`config.mk`:
```
export PLATFORM = sky130hd
export DESIGN_NAME = xband_tx_framer
export DESIGN_NICKNAME = d
export VERILOG_FILES = /design/src/rtl/xband_pkg.sv /design/src/rtl/xband_comma_timer.sv /design/src/rtl/xband_tx_framer.sv
export SDC_FILE = /design/constraint.sdc
export NUM_CORES = 1
export LEC_CHECK = 0
export BUFFER_PORTS_ARGS = -buffer_cell sky130_fd_sc_hd__buf_4
export CAP_MARGIN = 5
export CORE_ASPECT_RATIO = 1.25
export CORE_UTILIZATION = 46
export CTS_CLUSTER_DIAMETER = 150
export DETAILED_ROUTE_END_ITERATION = 12
export PLACE_DENSITY = 0.7
export SETUP_SLACK_MARGIN = 0.3
export SYNTH_ARGS = -nofsm -noshare
export SYNTH_HDL_FRONTEND = slang
export SYNTH_HIERARCHICAL = 1
export SYNTH_SLANG_ARGS = --single-unit
```
`constraint.sdc`:
```
create_clock -name tx_clk -period 3.4 [get_ports tx_clk]
set_input_delay 0.51 -clock tx_clk [delete_from_list [all_inputs] [get_ports tx_clk]]
set_output_delay 0.51 -clock tx_clk [all_outputs]
set_load 0.05 [all_outputs]
```
`src/rtl/xband_pkg.sv`:
```
// Shared K-codes, framer state encoding and keep-mask helper for the X-band TX framer.
package xband_pkg;

  localparam logic [7:0] K_IDLE  = 8'hBC;
  localparam logic [7:0] K_SOF   = 8'hFB;
  localparam logic [7:0] K_EOF   = 8'hFD;
  localparam logic [7:0] K_ABORT = 8'hFE;
  localparam logic [7:0] K_PAD   = 8'hF7;

  typedef enum logic [2:0] {IDLE, SOF, DATA, EOF, ABORT} framer_state_t;

  // Keep masks narrower than four lanes are zero-extended by the caller.
  function automatic logic [2:0] popcount_keep(input logic [3:0] keep);
    popcount_keep = 3'(keep[0]) + 3'(keep[1]) + 3'(keep[2]) + 3'(keep[3]);
  endfunction

endpackage

```
`src/rtl/xband_comma_timer.sv`:
```
// DATA-cycle counter that flags when the next DATA cycle must be a forced comma.
module xband_comma_timer #(
  parameter int PERIOD = 256
) (
  input  logic clk,
  input  logic rst,
  input  logic clr,
  input  logic en,
  output logic comma_due
);

  localparam int CW = (PERIOD > 2) ? $clog2(PERIOD) : 1;

  logic [CW-1:0] cnt_q, cnt_d;

  assign comma_due = (cnt_q == CW'(PERIOD - 1));

  always_comb begin
    cnt_d = cnt_q;
    if (clr) begin
      cnt_d = '0;
    end else if (en) begin
      cnt_d = comma_due ? '0 : cnt_q + CW'(1);
    end
  end

  always_ff @(posedge clk or posedge rst) begin
    if (rst) cnt_q <= '0;
    else     cnt_q <= cnt_d;
  end

endmodule

```
`src/rtl/xband_tx_framer.sv`:
```
// Multi-lane TX framer: word stream in, per-lane byte + K flag out with SOF/EOF/ABORT
// framing, idle and periodic alignment commas, and frame/byte statistics.
module xband_tx_framer
  import xband_pkg::*;
#(
  parameter int NLANES       = 2,
  parameter int COMMA_PERIOD = 256,
  parameter int CNT_W        = 32
) (
  input  logic                tx_clk,
  input  logic                tx_rst,
  input  logic                enable,
  input  logic                new_frame,
  input  logic [8*NLANES-1:0] s_tdata,
  input  logic [NLANES-1:0]   s_tkeep,
  input  logic                s_tlast,
  input  logic                s_tvalid,
  output logic                s_tready,
  output logic [8*NLANES-1:0] txdata,
  output logic [NLANES-1:0]   txctrl,
  output logic                busy,
  output logic                frame_err,
  input  logic                clr_stat,
  output logic [15:0]         frame_cnt,
  output logic [CNT_W-1:0]    last_bytes
);

  framer_state_t       state_q, state_d;
  logic [8*NLANES-1:0] txdata_q, txdata_d;
  logic [NLANES-1:0]   txctrl_q, txctrl_d;
  logic                busy_q, busy_d;
  logic                frame_err_q, frame_err_d;
  logic [15:0]         frame_cnt_q, frame_cnt_d;
  logic [CNT_W-1:0]    last_bytes_q, last_bytes_d;
  logic [CNT_W-1:0]    byte_cnt_q, byte_cnt_d;

  logic                comma_due;
  logic                accept;
  logic [3:0]          keep4;
  logic [CNT_W:0]      byte_sum;

  xband_comma_timer #(.PERIOD(COMMA_PERIOD)) u_comma_timer (
    .clk       (tx_clk),
    .rst       (tx_rst),
    .clr       (state_q == SOF),
    .en        (state_q == DATA),
    .comma_due (comma_due)
  );

  // An abort request wins over any word that could otherwise be taken this cycle.
  assign s_tready = (state_q == DATA) && !comma_due && !new_frame;
  assign accept   = s_tready && s_tvalid;
  assign keep4    = 4'(s_tkeep);
  assign byte_sum = {1'b0, byte_cnt_q} + (CNT_W+1)'(popcount_keep(keep4));

  always_comb begin
    state_d      = state_q;
    txdata_d     = {NLANES{K_IDLE}};
    txctrl_d     = '1;
    byte_cnt_d   = byte_cnt_q;
    frame_err_d  = frame_err_q;
    frame_cnt_d  = frame_cnt_q;
    last_bytes_d = last_bytes_q;

    if (clr_stat) begin
      frame_err_d  = 1'b0;
      frame_cnt_d  = '0;
      last_bytes_d = '0;
    end

    case (state_q)
      IDLE: begin
        if (enable && s_tvalid) state_d = SOF;
      end
      SOF: begin
        txdata_d   = {NLANES{K_SOF}};
        byte_cnt_d = '0;
        state_d    = new_frame ? ABORT : DATA;
      end
      DATA: begin
        if (new_frame) begin
          state_d = ABORT;
        end else if (accept) begin
          for (int i = 0; i < NLANES; i++) begin
            if (s_tkeep[i]) begin
              txdata_d[8*i +: 8] = s_tdata[8*i +: 8];
              txctrl_d[i]        = 1'b0;
            end else begin
              txdata_d[8*i +: 8] = K_PAD;
            end
          end
          byte_cnt_d = byte_sum[CNT_W] ? '1 : byte_sum[CNT_W-1:0];
          if (s_tlast) state_d = EOF;
        end
      end
      EOF: begin
        txdata_d     = {NLANES{K_EOF}};
        last_bytes_d = byte_cnt_q;
        frame_cnt_d  = frame_cnt_d + 16'd1;
        state_d      = IDLE;
      end
      ABORT: begin
        txdata_d     = {NLANES{K_ABORT}};
        last_bytes_d = byte_cnt_q;
        frame_err_d  = 1'b1;
        state_d      = IDLE;
      end
      default: state_d = IDLE;
    endcase

    busy_d = (state_d != IDLE);
  end

  always_ff @(posedge tx_clk or posedge tx_rst) begin
    if (tx_rst) begin
      state_q      <= IDLE;
      txdata_q     <= {NLANES{K_IDLE}};
      txctrl_q     <= '1;
      busy_q       <= 1'b0;
      frame_err_q  <= 1'b0;
      frame_cnt_q  <= '0;
      last_bytes_q <= '0;
      byte_cnt_q   <= '0;
    end else begin
      state_q      <= state_d;
      txdata_q     <= txdata_d;
      txctrl_q     <= txctrl_d;
      busy_q       <= busy_d;
      frame_err_q  <= frame_err_d;
      frame_cnt_q  <= frame_cnt_d;
      last_bytes_q <= last_bytes_d;
      byte_cnt_q   <= byte_cnt_d;
    end
  end

  assign txdata     = txdata_q;
  assign txctrl     = txctrl_q;
  assign busy       = busy_q;
  assign frame_err  = frame_err_q;
  assign frame_cnt  = frame_cnt_q;
  assign last_bytes = last_bytes_q;

endmodule
```
==> flow_summary.json <==
{
  "drc": 0,
  "min_path_type": "input port to async pin",
  "initial_core_util_pct": 47.8,
  "reg2reg_slack_ns": 0.91,
  "ir_worst_vdd_v": 0.000235,
  "numCtsBuffers": 9,
  "path_class": "input port to register",
  "post-place-ws_ns": 0.551,
  "synth_area_leaders": "dfrtp_1, nand2_1, dfstp_2, nand3b_1, nor2_1",
  "switching_share_pct": 26.4,
  "synth_top_area_share_pct": 46.3,
  "core-area_um2": 11200,
  "rsz0062_at_grt": "no",
  "regToRegStartpoint": "byte_cnt_q[0]",
  "area_growth_pct": 21.0,
  "die_h_um": 123,
  "critPathMaxStageDelay_ns": 0.55,
  "layout_commonest_cell": "dfrtp_1",
  "cts_resized": 0,
  "ys_types": 58,
  "setup_viol": 0,
  "synthCells": 537,
  "antenna_found_initial": 0,
  "final_cell_mix": "dfrtp_1, buf_4, nand2_1, nand3b_1, nor2_1",
  "hpwl_mm": 8.35,
  "htreeDepth": 3,
  "tritoncts": "done",
  "combPwrFrac_pct": 14.3,
  "ios": 94,
  "drv_cap": 0,
  "avgSynthCellArea_um2": 9.95,
  "port_buffers": 93,
  "syn-cell-area_um2": 5350,
  "cts_sinks": 111,
  "slew_headroom_pct": 39.4,
  "vias": 4235,
  "die-area_um2": 12100,
  "min_period_ns": 2.50,
  "ctsHoldBuffers": 0,
  "required_ns": 3.68,
  "final_hold_viol_count": 0,
  "tightest_slew_ns": 0.907,
  "clk_pin_slew_ns": 0.07,
  "p_switching_uw": 805,
  "worst_r2r_path_depth": 8,
  "crit_chain": "buf_4 > inv_1 > fa_1 > inv_1 > ha_1 > nand4_4 > or3_4 > nand2_1 > o221a_2",
  "timing.final.crit_share_pct": 73.6,
  "worst_ep_arrival_time_ns": 2.78,
  "tns_ns": 0,
  "internal_power_mw": 2.25,
  "crit_top_cell": "inv_1",
  "cts_buffer_depth": 2,
  "synth_edf_count": 0,
  "p_per_area_nw_per_um2": 472,
  "final_nets": 646,
  "holdWs_ns": 0.132,
  "cpMaxStageDelayCell": "or3_4",
  "ys_ff_latch": 111,
  "synth_flop_cell": "dfrtp_1",
  "drive_gt1_share_pct": 24.0,
  "ys_warn_count": 6,
  "cp_max_fo": 20,
  "postRouteAntennaNets": 0,
  "slew_violations": 0,
  "max_freq_mhz": 400,
  "seq_area_frac_synth_pct": 52.2,
  "start_kind": "input port",
  "rows": 43,
  "first_pass_iters": 7,
  "clk_latency_ns": 0.35,
  "regArea_um2": 2790,
  "vias_per_cell": 5.59,
  "worst_slack_ns": 0.899,
  "drt-initial-drc-count": 240,
  "grtUsageTotal_pct": 21.4,
  "postCtsSetupBuffers": 0,
  "power.share.sequential_pct": 46.6,
  "syn_nets": 566,
  "ys_async_sr_fraction_pct": 100,
  "grt_max_degree": 74,
  "first_global_vias": 4178,
  "totalWireLength_mm": 12.2,
  "pwr-share-clk_pct": 39.1,
  "cts_root_buf": "clkbuf_16",
  "nFillCells": 967,
  "reg2reg_to": "byte_cnt_q[7]",
  "finClkSkew_ns": 0.00859,
  "gp_congestion": 0.818,
  "wl_per_cell_um": 16.2,
  "antenna_cells": 0,
  "grt_first_pass_wirelength_mm": 20.4,
  "p_leak_nw": 3.01,
  "crit_path_end_kind": "register",
  "die_x_um": 98.4,
  "synth_area_leader_cell": "dfrtp_1",
  "multi_input_area_um2": 2350,
  "overflow": 0,
  "status": "completed"
}
-- power groups by stage --
| stage | logic (mW) | clock network [mW] | registers, mW |
|---|---|---|---|
| detailed placement | 0.440 | 0 | 1.45 |
| finish | 0.435 | 1.19 | 1.42 |
| global placement | 0.431 | 0 | 1.44 |
| global route | 0.469 | 1.27 | 1.43 |
| floorplan | 0.201 | 0 | 1.54 |
| CTS | 0.441 | 1.22 | 1.42 |
-- worst max-delay path: cells and delay by family --
kind	cells	cell delay, ns
simple gates	3	1.04
buf+inv	3	0.27
compound gates	1	0.24
fa+ha+maj	2	0.72
-- layout make-up --
cell class                 instances  area share (%)
sequential                       111            43.2
clock inverter                     3            1.39
tap                              135            2.61
clock buffer                      13            3.87
inverter                          16           0.986
multi-input combinational        380            36.3
timing repair buffer              99            11.7
-- cell usage after synthesis (4+ instances only) --
cell type,instances
buf_2,8
o311ai_0,4
o211ai_1,4
and4_1,11
a211oi_1,5
nor2_1,31
and2_1,5
nand4_1,8
nand2_1,96
clkbuf_1,16
dfstp_2,12
nand2b_1,4
and3_1,5
xor2_1,7
o21ai_0,20
a31oi_1,8
inv_1,16
a21oi_1,19
nand3_1,20
dfrtp_1,99
o221a_2,8
nor2b_1,10
buf_4,4
nand3b_1,32
nor3_1,16
xnor2_1,12
or3_1,9
-- logic make-up (layout without fill, tap and decap cells) --
group / count (synthesis) / after routing / share of synthesized area, %
flops: 111 / 111 / 52.2
xor+xnor: 19 / 19 / 3.11
mux: 3 / 3 / 0.562
simple gates: 273 / 273 / 28.5
buf+inv: 46 / 131 / 3.84
fa+ha+maj: 4 / 4 / 1.08
compound gates: 81 / 81 / 10.7
-- stage by stage --
step                      util [%]  cells  instance area (um2)  total power, mW
after global routing          57.8    757                 6470             3.16
after detailed placement      54.8    741                 6130             1.89
after global placement        54.8    741                 6130             1.88
after CTS                     57.8    757                 6470             3.09
final                         57.8    757                 6470             3.05
after floorplan                  -    537                 5350             1.74
-- metal layers --
| metal | global-route usage, % | part of all wire (%) | vias up |
|---|---|---|---|
| met2 | 35.4 | 49 | 117 |
| met3 | 4.44 | 5.3 | 18 |
| li1 | - | - | 2058 |
| met1 | 27.3 | 44 | 2042 |
| met4 | 9.24 | 2.2 | 0 |
| met5 | 0 | 0 | - |
-- how the worst max path moves through the flow --
stage | cells after the start | endpoint | startpoint | slack [ns]
after CTS | 9 | byte_cnt_q[7] | s_tkeep[0] | 0.93
after floorplan | 9 | byte_cnt_q[30] | s_tkeep[0] | 0.92
after global placement | 9 | byte_cnt_q[17] | s_tkeep[0] | 0.61
after detailed placement | 9 | byte_cnt_q[7] | s_tkeep[0] | 0.55
after global routing | 8 | byte_cnt_q[7] | byte_cnt_q[0] | 0.76
final | 9 | byte_cnt_q[7] | s_tkeep[0] | 0.90
-- sequential cells by signal (all words and copies together) (netlist names) --
signal and cells:
byte_cnt_q 32, frame_cnt 16, txctrl 2, state_q 3, frame_err 1, u_comma_timer/cnt_q 8, last_bytes 32, txdata 16
busy 1
No activity file was read; power rests on OpenSTA's default activity.
